## src/rtl/dram_port_sched.sv

```systemverilog
// Single-outstanding DRAM port scheduler: loader (absolute priority) plus
// round-robin instruction/data cache requesters sharing one DRAM command port.
module dram_port_sched #(
   parameter int ADDR_W  = 27,
   parameter int TIMEOUT = 4096
) (
   input  logic              clk,
   input  logic              rst_async,
   input  logic              ld_req,
   input  logic [ADDR_W-1:0] ld_addr,
   input  logic [31:0]       ld_wdata,
   output logic              ld_done,
   input  logic              ic_req,
   input  logic [ADDR_W-1:0] ic_addr,
   output logic [31:0]       ic_rdata,
   output logic              ic_done,
   input  logic              dc_req,
   input  logic [ADDR_W-1:0] dc_addr,
   input  logic [31:0]       dc_wdata,
   input  logic [3:0]        dc_we,
   output logic [31:0]       dc_rdata,
   output logic              dc_done,
   output logic              dram_oe,
   output logic [ADDR_W-1:0] dram_addr,
   output logic [31:0]       dram_wdata,
   output logic [3:0]        dram_we,
   input  logic [31:0]       dram_rdata,
   input  logic              dram_valid,
   input  logic              dram_written,
   output logic              err
);

   localparam int CNT_W = $clog2(TIMEOUT + 1);

   typedef enum logic [1:0] {S_IDLE, S_ISSUE, S_WAIT, S_RESP} state_t;
   typedef enum logic [1:0] {OWN_LD, OWN_IC, OWN_DC} owner_t;

   state_t             state_q, state_d;
   owner_t             owner_q, owner_d;
   logic [ADDR_W-1:0]  addr_q, addr_d;
   logic [31:0]        wdata_q, wdata_d;
   logic [3:0]         we_q, we_d;
   logic               dc_last_q, dc_last_d;
   logic [CNT_W-1:0]   cnt_q, cnt_d;
   logic               err_q, err_d;
   logic [31:0]        ic_rdata_q, ic_rdata_d;
   logic [31:0]        dc_rdata_q, dc_rdata_d;

   logic               is_read;
   logic               cpl_ok;
   logic               cpl_bad;
   logic               pick_ic;

   always_comb begin
      state_d    = state_q;
      owner_d    = owner_q;
      addr_d     = addr_q;
      wdata_d    = wdata_q;
      we_d       = we_q;
      dc_last_d  = dc_last_q;
      cnt_d      = cnt_q;
      err_d      = err_q;
      ic_rdata_d = ic_rdata_q;
      dc_rdata_d = dc_rdata_q;

      is_read = (we_q == 4'h0);
      cpl_ok  = is_read ? dram_valid   : dram_written;
      cpl_bad = is_read ? dram_written : dram_valid;
      // On a tie, ic wins only if dc was the most recent cache grant.
      pick_ic = ic_req && (!dc_req || dc_last_q);

      case (state_q)
         S_IDLE: begin
            if (dram_valid || dram_written) err_d = 1'b1;
            if (ld_req) begin
               state_d = S_ISSUE;
               owner_d = OWN_LD;
               addr_d  = ld_addr;
               wdata_d = ld_wdata;
               we_d    = 4'hF;
            end else if (pick_ic) begin
               state_d   = S_ISSUE;
               owner_d   = OWN_IC;
               addr_d    = ic_addr;
               wdata_d   = 32'h0;
               we_d      = 4'h0;
               dc_last_d = 1'b0;
            end else if (dc_req) begin
               state_d   = S_ISSUE;
               owner_d   = OWN_DC;
               addr_d    = dc_addr;
               wdata_d   = dc_wdata;
               we_d      = dc_we;
               dc_last_d = 1'b1;
            end
         end
         S_ISSUE, S_WAIT: begin
            if (cpl_bad) err_d = 1'b1;
            if (cpl_ok) begin
               state_d = S_RESP;
               if (is_read && owner_q == OWN_IC) ic_rdata_d = dram_rdata;
               if (is_read && owner_q == OWN_DC) dc_rdata_d = dram_rdata;
            end else if (state_q == S_ISSUE) begin
               state_d = S_WAIT;
               cnt_d   = '0;
            end else if (cnt_q == CNT_W'(TIMEOUT - 1)) begin
               // Timed out: release the requester with a poison word.
               state_d = S_RESP;
               err_d   = 1'b1;
               if (owner_q == OWN_IC) ic_rdata_d = 32'hDEADBEEF;
               if (owner_q == OWN_DC) dc_rdata_d = 32'hDEADBEEF;
            end else begin
               cnt_d = cnt_q + CNT_W'(1);
            end
         end
         S_RESP: begin
            if (dram_valid || dram_written) err_d = 1'b1;
            state_d = S_IDLE;
         end
         default: state_d = S_IDLE;
      endcase
   end

   always_ff @(posedge clk or posedge rst_async) begin
      if (rst_async) begin
         state_q    <= S_IDLE;
         owner_q    <= OWN_LD;
         addr_q     <= '0;
         wdata_q    <= '0;
         we_q       <= '0;
         dc_last_q  <= 1'b1;
         cnt_q      <= '0;
         err_q      <= 1'b0;
         ic_rdata_q <= '0;
         dc_rdata_q <= '0;
      end else begin
         state_q    <= state_d;
         owner_q    <= owner_d;
         addr_q     <= addr_d;
         wdata_q    <= wdata_d;
         we_q       <= we_d;
         dc_last_q  <= dc_last_d;
         cnt_q      <= cnt_d;
         err_q      <= err_d;
         ic_rdata_q <= ic_rdata_d;
         dc_rdata_q <= dc_rdata_d;
      end
   end

   assign dram_oe    = (state_q == S_ISSUE);
   assign dram_addr  = addr_q;
   assign dram_wdata = wdata_q;
   assign dram_we    = we_q;
   assign ld_done    = (state_q == S_RESP) && (owner_q == OWN_LD);
   assign ic_done    = (state_q == S_RESP) && (owner_q == OWN_IC);
   assign dc_done    = (state_q == S_RESP) && (owner_q == OWN_DC);
   assign ic_rdata   = ic_rdata_q;
   assign dc_rdata   = dc_rdata_q;
   assign err        = err_q;

endmodule
```

## config.mk

```make
export PLATFORM = sky130hd
export DESIGN_NAME = dram_port_sched
export DESIGN_NICKNAME = d
export VERILOG_FILES = /design/src/rtl/dram_port_sched.sv
export SDC_FILE = /design/constraint.sdc
export NUM_CORES = 1
export LEC_CHECK = 0
export CAP_MARGIN = 20
export CORE_ASPECT_RATIO = 1.25
export CORE_MARGIN = 4
export CORE_UTILIZATION = 36
export DETAILED_ROUTE_END_ITERATION = 16
export GPL_TIMING_DRIVEN = 0
export PLACE_DENSITY = 0.71
export SLEW_MARGIN = 0
export SYNTH_ARGS = -nofsm -noshare
export SYNTH_HDL_FRONTEND = slang
export SYNTH_SLANG_ARGS = --single-unit
```

## constraint.sdc

```tcl
create_clock -name clk -period 9.41 [get_ports clk]
set_input_delay 0.941 -clock clk [delete_from_list [all_inputs] [get_ports clk]]
set_output_delay 0.941 -clock clk [all_outputs]
set_load 0.05 [all_outputs]
```

# == Yosys cells after proc, flatten, opt, wreduce, memory -nomap -nowiden ==
# Index checks and enable logic that the tools add are counted.
# op_classes
n_addsub,1
eq_ne,13
muxes,41
bitwise,2
reduce_logical,25
# op_table
op,n
$mux 32,13
$mux 27,3
$mux 13,2
$mux 2,9
$add 13x1->13 const B,1
$eq 13x12->1 const B,1
$mux 4,3
$reduce_and 5->1,2
$mux 1,9
$ne 2x1->1 const B,4
$ne 4x4->1 const B,2
$reduce_bool 2->1,4
$eq 2x2->1 const B,3
$logic_and 1x1->1,6
$pmux 2 s3,1
$reduce_and 3->1,2
$eq 2x1->1 const B,2
$logic_not 2->1,2
$logic_not 4->1,1
$reduce_and 2->1,2
$reduce_or 2->1,2
$reduce_bool 3->1,1
$logic_or 1x1->1,2
$ne 2x2->1 const B,1
3 further kinds,4
# word_totals
register_bits,146
inputBits,188
output_inout_bits,132
word_cells,92

# == Logic depth before layout (Yosys ltp) ==
# Gate-level depths: netlist of run 1.
# logic_depth
depth_word,7
mapped_depth,8
mapped_depth_nobuf,6

# == Least setup slack after synthesis of run 1 ==
# Ideal clock, no wire load.
# synth_timing
kind,flip-flop to flip-flop
from,register state_q[0]
to,register dc_rdata_q[14] (netlist: dc_rdata[14])
setup_ns,0.125
arrival_ns,2.586
required_time_ns,9.285
setup_slack_ns,6.700
stages_incl_launch_ff,7
path_buffers,1
period_less_slack_ns,2.710
path_cell_list,dfrtp_1 > ha_1 > or2_2 > or4_1 > a21oi_1 > buf_2 > mux2_2
# synth_via
elab_chain_cells,3
word_cells_on_any_way,5
cone_classes,eq/ne (3); reduce/logical (2)
# synth_rtl
element,line_no,text
"start, declared",38,"state_t state_q, state_d;"
"start signal, assigned",137,state_q <= state_d;
$eq 2x1->1 (*),-,
via dram_oe,23,"output logic dram_oe,"
$ne 2x1->1 (no source line) / $reduce_or 2->1 (equally long branches),-,
$reduce_and 5->1 (no source line) (*),-,
"end signal, assigned",146,dc_rdata_q <= dc_rdata_d;
"end, declared",47,"logic [31:0] dc_rdata_q, dc_rdata_d;"
# The timed path passes the listed nets; every way through them passes the cells marked *.
# A chain may end at the register's enable or synchronous reset.

# == Final worst setup path of run 1 ==
# layout_timing
from,register state_q[0]
to,output ld_done
# layout_via
elab_chain_cells,2
# layout_rtl
element,line_no,text
$eq 2x2->1,154,assign ld_done = (state_q == S_RESP) && (owner_q == OWN_LD);
$logic_and 1x1->1,154,
"end, declared",12,"output logic ld_done,"
# No other way between the ends.

==> summary.txt, run 1 <==
Run status
  – Outcome: finished clean

Layout
  – Final instance area: 11300 sq um
  – # diodes: 0
  – Fin nets: 1253
  – Share of layout cells above drive strength 1: 5.49%
  – FILL cells: 1808
  – Layout area overhead: 56.8%

Setup path
  – Reg2reg setup slack: 6.55 ns
  – CP arrival: 2.13 ns
  – Critical path cell sequence: ha_1 -> inv_1 -> nor3_1 -> clkdlybuf4s50_1
  – Worst path depth: 4
  – Critical path's top delay family: buffers and inverters
  – WP data required: 8.47 ns
  – R2r startpoint: dram_we[1]
  – CP max stage cell: clkdlybuf4s50_1
  – Worst Setup SP: state_q[0]
  – R2r worst-path depth: 5
  – Worst setup SP type: flip-flop
  – Endpoint type of the worst setup path: output port
  – Setup CP Type: flip-flop to output port
  – Crit path capture: ld_done
  – FF-to-FF End: dc_rdata[4]
  – Buffers & Inverters on Critical Path: 2
  – Critical-path maximum fanout: 4
  – Crit-path max cell delay: 0.88 ns

STA
  – Fin. max-slew vios: 0
  – Relative max-transition margin: 32.9%
  – Hold_ws: 0.476 ns
  – Crit path time final: 3.07 ns
  – Final setup viols: 0
  – Fmax: 325 MHz
  – Worst-margin pin slew: 0.992 ns
  – Final Cycle Share: 32.7%
  – RSZ-0062 raised after global routing: false
  – Final Hold Fails: 0
  – Clock Skews: 0.0108 ns
  – Setup TNS: 0 ns

Floorplanning
  – Io pins: 320
  – Overall die area: 22300 sq um
  – Row count: 57
  – Die W: 135 microns
  – Core Region: 19500 sq um
  – Initial core utilization: 36.9%
  – Die Y: 166 microns

Synth
  – Syn. warnings: 0
  – Post-synth top area share: 50.4%
  – Post-synthesis async set-or-reset flop share: 100%
  – Syn_area_per_cell: 9.96 sq um
  – Most common cell in the netlist: dfrtp_1
  – Distinct cells, synth: 50
  – Synth Flop Type: dfrtp_1
  – Top post-synthesis cells by count: dfrtp_1 (145), nand2_1 (73), nor2b_1 (70)
  – Syn nets: 915
  – Synth area leader: dfrtp_1
  – Number of synthesized register bits: 146
  – Syn Inst Count: 723
  – Synth Cell Area: 7200 sq um
  – Post-synthesis sequential area ratio: 50.7%
  – Synth area leaders: dfrtp_1 (50%), nor2b_1 (6.1%), nand2_1 (3.8%)
  – EDFF count, synth: 0

GRT
  – All-Layer GR Usage: 21.8%
  – Initial antenna violation count: 0
  – Vias in the first global route: 6982
  – Gr ovfl total: 0
  – Largest net degree at the start of global routing: 85
  – First-pass GRT wire length: 38300 microns

Clock tree
  – H-tree levels: 4
  – Post-cts sizing count: 0
  – Max Root-Sink Buffers: 2
  – Clock sink count: 146
  – CTS Hold Bufs: 0
  – Clock-pin slew on the worst setup and hold paths: 0.06 ns
  – CTS tree: yes
  – CTS Buf Count: 17
  – Root Buffer: clkbuf_16
  – Clock latency on the worst-skew pair: 0.43 ns
  – Post-CTS setup buffer count: 0

Job
  – MaxCap Viol Count: 0

Worst hold path
  – HP Class: flip-flop to flip-flop
  – Hold Crit Depth: 2

Placed design
  – DP Area: 10700 sq um
  – GP Congestion: 0.837
  – DP HPWL: 18900 microns
  – Port bufs: 318

Power and ir drop
  – Pwr/cell area: 329 nW/um^2
  – Maximum VDD drop: 0.179 mV
  – LEAKAGE: 4.69 nW

Detailed routing
  – Via density: 5.02
  – Drt wl/cell: 18.2 microns
  – Router iterations before antenna repair: 4
  – DRC errors left: 0
  – Vias: 6723
  – DR iter-0 viols: 338
  – Post-Route WL: 24400 microns
  – Antenna-violating nets left: 0
## sequential cells by signal (all words and copies together), names as in the netlist
name / flops
state_q: 2
cnt_q: 13
dram_we: 4
dram_wdata: 32
owner_q: 2
ic_rdata: 32
dc_last_q: 1
err: 1
dc_rdata: 32
dram_addr: 27
## logic make-up after synthesis
| group | count (synthesis) | synth area share (%) |
|---|---|---|
| AND/OR/NAND/NOR | 242 | 17.6 |
| AO/OA/AOI/OAI | 195 | 19.7 |
| flip-flops | 146 | 50.7 |
| buffers and inverters | 94 | 5.18 |
| multiplexers | 42 | 6.13 |
| adder cells (fa/ha/maj) | 4 | 0.695 |
## metrics by stage
stage,worst slack (ns),instances,utilization (%),total power (W)
6_report,6.34,1339,57.8,0.00372
5_1_grt,6.21,1339,57.8,0.00392
4_1_cts,6.32,1339,57.8,0.00375
3_5_place_dp,5.88,1307,55.0,0.00312
3_3_place_gp,2.31,1306,54.8,0.00309
2_1_floorplan,4.55,723,-,0.00233
## layout make-up
type | count | area, sq um | share of cell area (%)
flip-flops and latches | 146 | 3650 | 32.4
repair buffers | 319 | 3210 | 28.4
multi-input cells | 483 | 3170 | 28.1
clock buffers | 19 | 443 | 3.92
well taps | 265 | 332 | 2.94
plain buffers | 59 | 241 | 2.14
inverters | 35 | 136 | 1.21
clock inverters | 13 | 104 | 0.919
## worst min-delay path by stage
stage                    from              to  slack, ns
2_1_floorplan        cnt_q[0]        cnt_q[0]       0.49
3_3_place_gp     dram_addr[8]    dram_addr[8]       0.46
3_5_place_dp    dram_addr[17]   dram_addr[17]       0.47
4_1_cts         dram_addr[17]   dram_addr[17]       0.48
5_1_grt        dram_wdata[10]  dram_wdata[10]       0.50
6_report        dram_addr[23]   dram_addr[23]       0.48
## worst reg2reg max path, stage by stage, from the launching register on
cell,delay [ns]
dfrtp_1,0.40
o41ai_1,0.62
nand4_1,0.44
a21oi_1,0.57
buf_2,0.35
mux2_2,0.36
## cell usage in the layout, fill, tap and decap left out, drive strengths merged, types with 3 or more instances in the layout
master	Yosys	layout
dfrtp	145	145
o32a	24	24
and3	30	30
nand2	73	73
mux2	17	17
nor2	30	30
nand3	6	6
clkdlybuf4s50	0	318
clkinvlp	0	5
nor4	3	3
or4	8	8
mux2i	25	25
a22oi	34	34
nor3	8	8
nand2b	4	4
o21ai	42	42
buf	8	9
clkbuf	51	70
nand4	4	4
a211oi	28	28
ha	4	4
inv	34	37
o31ai	33	33
a21oi	15	15
clkinv	1	6
nor2b	70	70
## power breakdown
group	total (W)	switching, W	internal (W)
Combinational	0.00207	0.00138	0.000689
Sequential	0.00102	0.000146	0.000876
Clock	0.000627	0.000280	0.000347
Total	0.00372	0.00180	0.00191
## metal layers
metal / up-vias / GRT usage, % / routed length, microns
li1: 3280 / - / -
met1: 3164 / 25.5 / 9550
met2: 239 / 37.7 / 12200
met3: 40 / 7.06 / 1900
met4: 0 / 7.40 / 692
met5: - / 0 / 0
No activity file was read; power rests on OpenSTA's default activity.
==> run 2: changes to the inputs <==
PLACE_DENSITY = 0.73   (was 0.71)
clock period = 2.6 ns   (was 9.41 ns; I/O delays follow)
==> run 2 against run 1 <==
First-iteration DRC count is 23% lower. Critical path depth is 2 higher. Hold slack worse by 0.22 ns. Register-to-register slack worse by 6.4 ns. Via count is 3.0% higher. Critical endpoint is now dc_rdata[22]. Global-route usage hardly changed. Critical path type is now flip-flop to flip-flop. Utilization is 0.83 points higher.
==> summary.txt, run 2 (synthesis gave the netlist of run 1 again) <==
Run status
  – Outcome: finished clean

Placed design
  – Port bufs: 318 (unchanged)
  – GP Congestion: 0.844 (+0.91%)
  – DP Worst Slack: -0.280 ns (-6.16 ns)
  – DP HPWL: 19200 microns (+1.3%)

STA
  – RSZ-0062 raised after global routing: false
  – Fmax: 413 MHz
  – Relative max-transition margin: 31.0% (-1.9 points)
  – Fin. max-slew vios: 0 (unchanged)
  – Clock Skews: 0.00870 ns (-0.00206 ns)
  – Final Hold Fails: 0 (unchanged)
  – Final setup viols: 0 (unchanged)
  – Final setup margin: 0.179 ns (-6.16 ns)
  – Worst-margin pin slew: 1.02 ns (+0.0278 ns)
  – Crit path time final: 2.42 ns
  – Final Cycle Share: 93.1%

Clock tree
  – Max Root-Sink Buffers: 2 (unchanged)
  – H-tree levels: 4 (unchanged)
  – CTS Hold Bufs: 0 (unchanged)
  – CTS Buf Count: 17 (unchanged)
  – Clock-pin slew on the worst setup and hold paths: 0.07 ns (about the same)
  – Root Buffer: clkbuf_16
  – Clock sink count: 146 (unchanged)
  – CTS tree: yes
  – Clock latency on the worst-skew pair: 0.42 ns (about the same)

Detailed routing
  – Vias: 6922 (+3.0%)
  – Router iterations before antenna repair: 4 (unchanged)
  – Drt wl/cell: 18.3 microns (+0.48%)
  – DRC errors left: 0 (unchanged)
  – DR iter-0 viols: 260 (-23%)
  – Antenna-violating nets left: 0 (unchanged)
  – Post-Route WL: 24600 microns (+0.93%)
  – Via density: 5.15 (+2.5%)

Worst hold path
  – HP Class: input pin to async pin

Setup path
  – CP arrival: 2.72 ns (+0.59 ns)
  – Endpoint type of the worst setup path: flip-flop
  – Setup CP Type: flip-flop to flip-flop
  – Worst setup SP type: flip-flop
  – WP data required: 2.90 ns (-5.57 ns)
  – Critical-path maximum fanout: 10 (+6)

Floorplanning
  – Die Y: 166 microns (unchanged)
  – Initial core utilization: 36.9% (unchanged)
  – Die W: 135 microns (unchanged)
  – Io pins: 320 (unchanged)
  – Overall die area: 22300 sq um (unchanged)
  – Row count: 57 (unchanged)
  – Core Region: 19500 sq um (unchanged)

Layout
  – Util after Layout: 58.6% (+0.83 points)
  – Share of layout cells above drive strength 1: 7.50% (+2.0 points)
  – Most frequent cells in the layout: clkdlybuf4s50_1 (318), dfrtp_1 (145), nand2_1 (72)
  – Layout area overhead: 59.1%
  – # diodes: 0 (unchanged)
  – Fin nets: 1259 (+0.48%)
  – Most common cell after layout, fill and taps aside: clkdlybuf4s50_1

GRT
  – Initial antenna violation count: 0 (unchanged)
  – Gr ovfl total: 0 (unchanged)
  – Largest net degree at the start of global routing: 41 (-52%)
  – First-pass GRT wire length: 38800 microns (+1.3%)
  – All-Layer GR Usage: 21.9% (about the same)
  – Vias in the first global route: 7107 (+1.8%)

Power and ir drop
  – LEAKAGE: 4.78 nW (+1.9%)
  – Maximum VDD drop: 0.567 mV (+220%)
  – Pwr/cell area: 1190 nW/um^2 (+260%)

Job
  – MaxCap Viol Count: 0 (unchanged)
[run 2: cell types whose count changed in the layout (fill, tap and decap cells not counted), moves of 2 or more]
cell,before,now
inv_8,0,2
buf_4,2,5
clkbuf_2,0,8
buf_12,0,4
clkbuf_1,52,43
clkinv_4,4,2
[run 2: metal layers]
layer	wire length, microns	track usage [%]	vias to the layer above
met1	9460	25.4	3333
met3	1660	5.30	37
li1	-	-	3296
met2	12800	38.9	256
met4	696	7.88	0
met5	0	0	-
[run 2: where the power goes]
group / internal [W] / switching, W
sequential: 0.00317 / 0.000554
combinational: 0.00253 / 0.00499
clock: 0.00137 / 0.00106
[run 2: through the flow]
step | std cells | hold slack, ns | area (sq um) | total power [W] | TNS, ns
after floorplan | 723 | 0.413 | 7210 | 0.00845 | 0
after detailed placement | 1310 | 0.465 | 10800 | 0.0113 | -8.54
after CTS | 1344 | 0.252 | 11400 | 0.0138 | -0.00651
final | 1345 | 0.252 | 11500 | 0.0137 | 0
after global placement | 1306 | 0.459 | 10700 | 0.0111 | -135.13
after global routing | 1345 | 0.280 | 11500 | 0.0144 | 0
[run 2: final cells by class]
cell class / instances / area (sq um)
Buffer: 59 / 258
Clock buffer: 18 / 439
Clock inverter: 14 / 144
Fill cell: 1777 / 8080
Inverter: 35 / 135
Multi-Input combinational cell: 483 / 3210
Sequential cell: 146 / 3650
Tap cell: 265 / 332
Timing Repair Buffer: 325 / 3290
[run 2: worst paths after layout]
kind / cells after the start / end / startpoint / slack, ns
max: 6 / dc_rdata[22] / state_q[0] / 0.18
min in group clk: 3 / dram_addr[15] / ld_addr[15] / 0.45
max reg2reg: 6 / dc_rdata[22] / state_q[0] / 0.18
max in group asynchronous: 5 / dc_rdata[6] / rst_async / 1.35
min: 2 / dram_wdata[18] / rst_async / 0.25
min reg2reg: 2 / dram_addr[15] / dram_addr[15] / 0.48
[run 2: timing repair]
item,4_1_cts,5_1_grt
endpoints found under the setup margin,53,75
gates resized for setup,9,13
buffers inserted,2,1
pin swaps,2,1
gates cloned,0,0
[run 2: worst max-delay path: stages (launching register included)]
cell,delay [ns]
dfrtp_1,0.41
ha_2,0.24
or2_2,0.35
or4_1,0.60
a21oi_4,0.16
buf_4,0.20
mux2_2,0.34
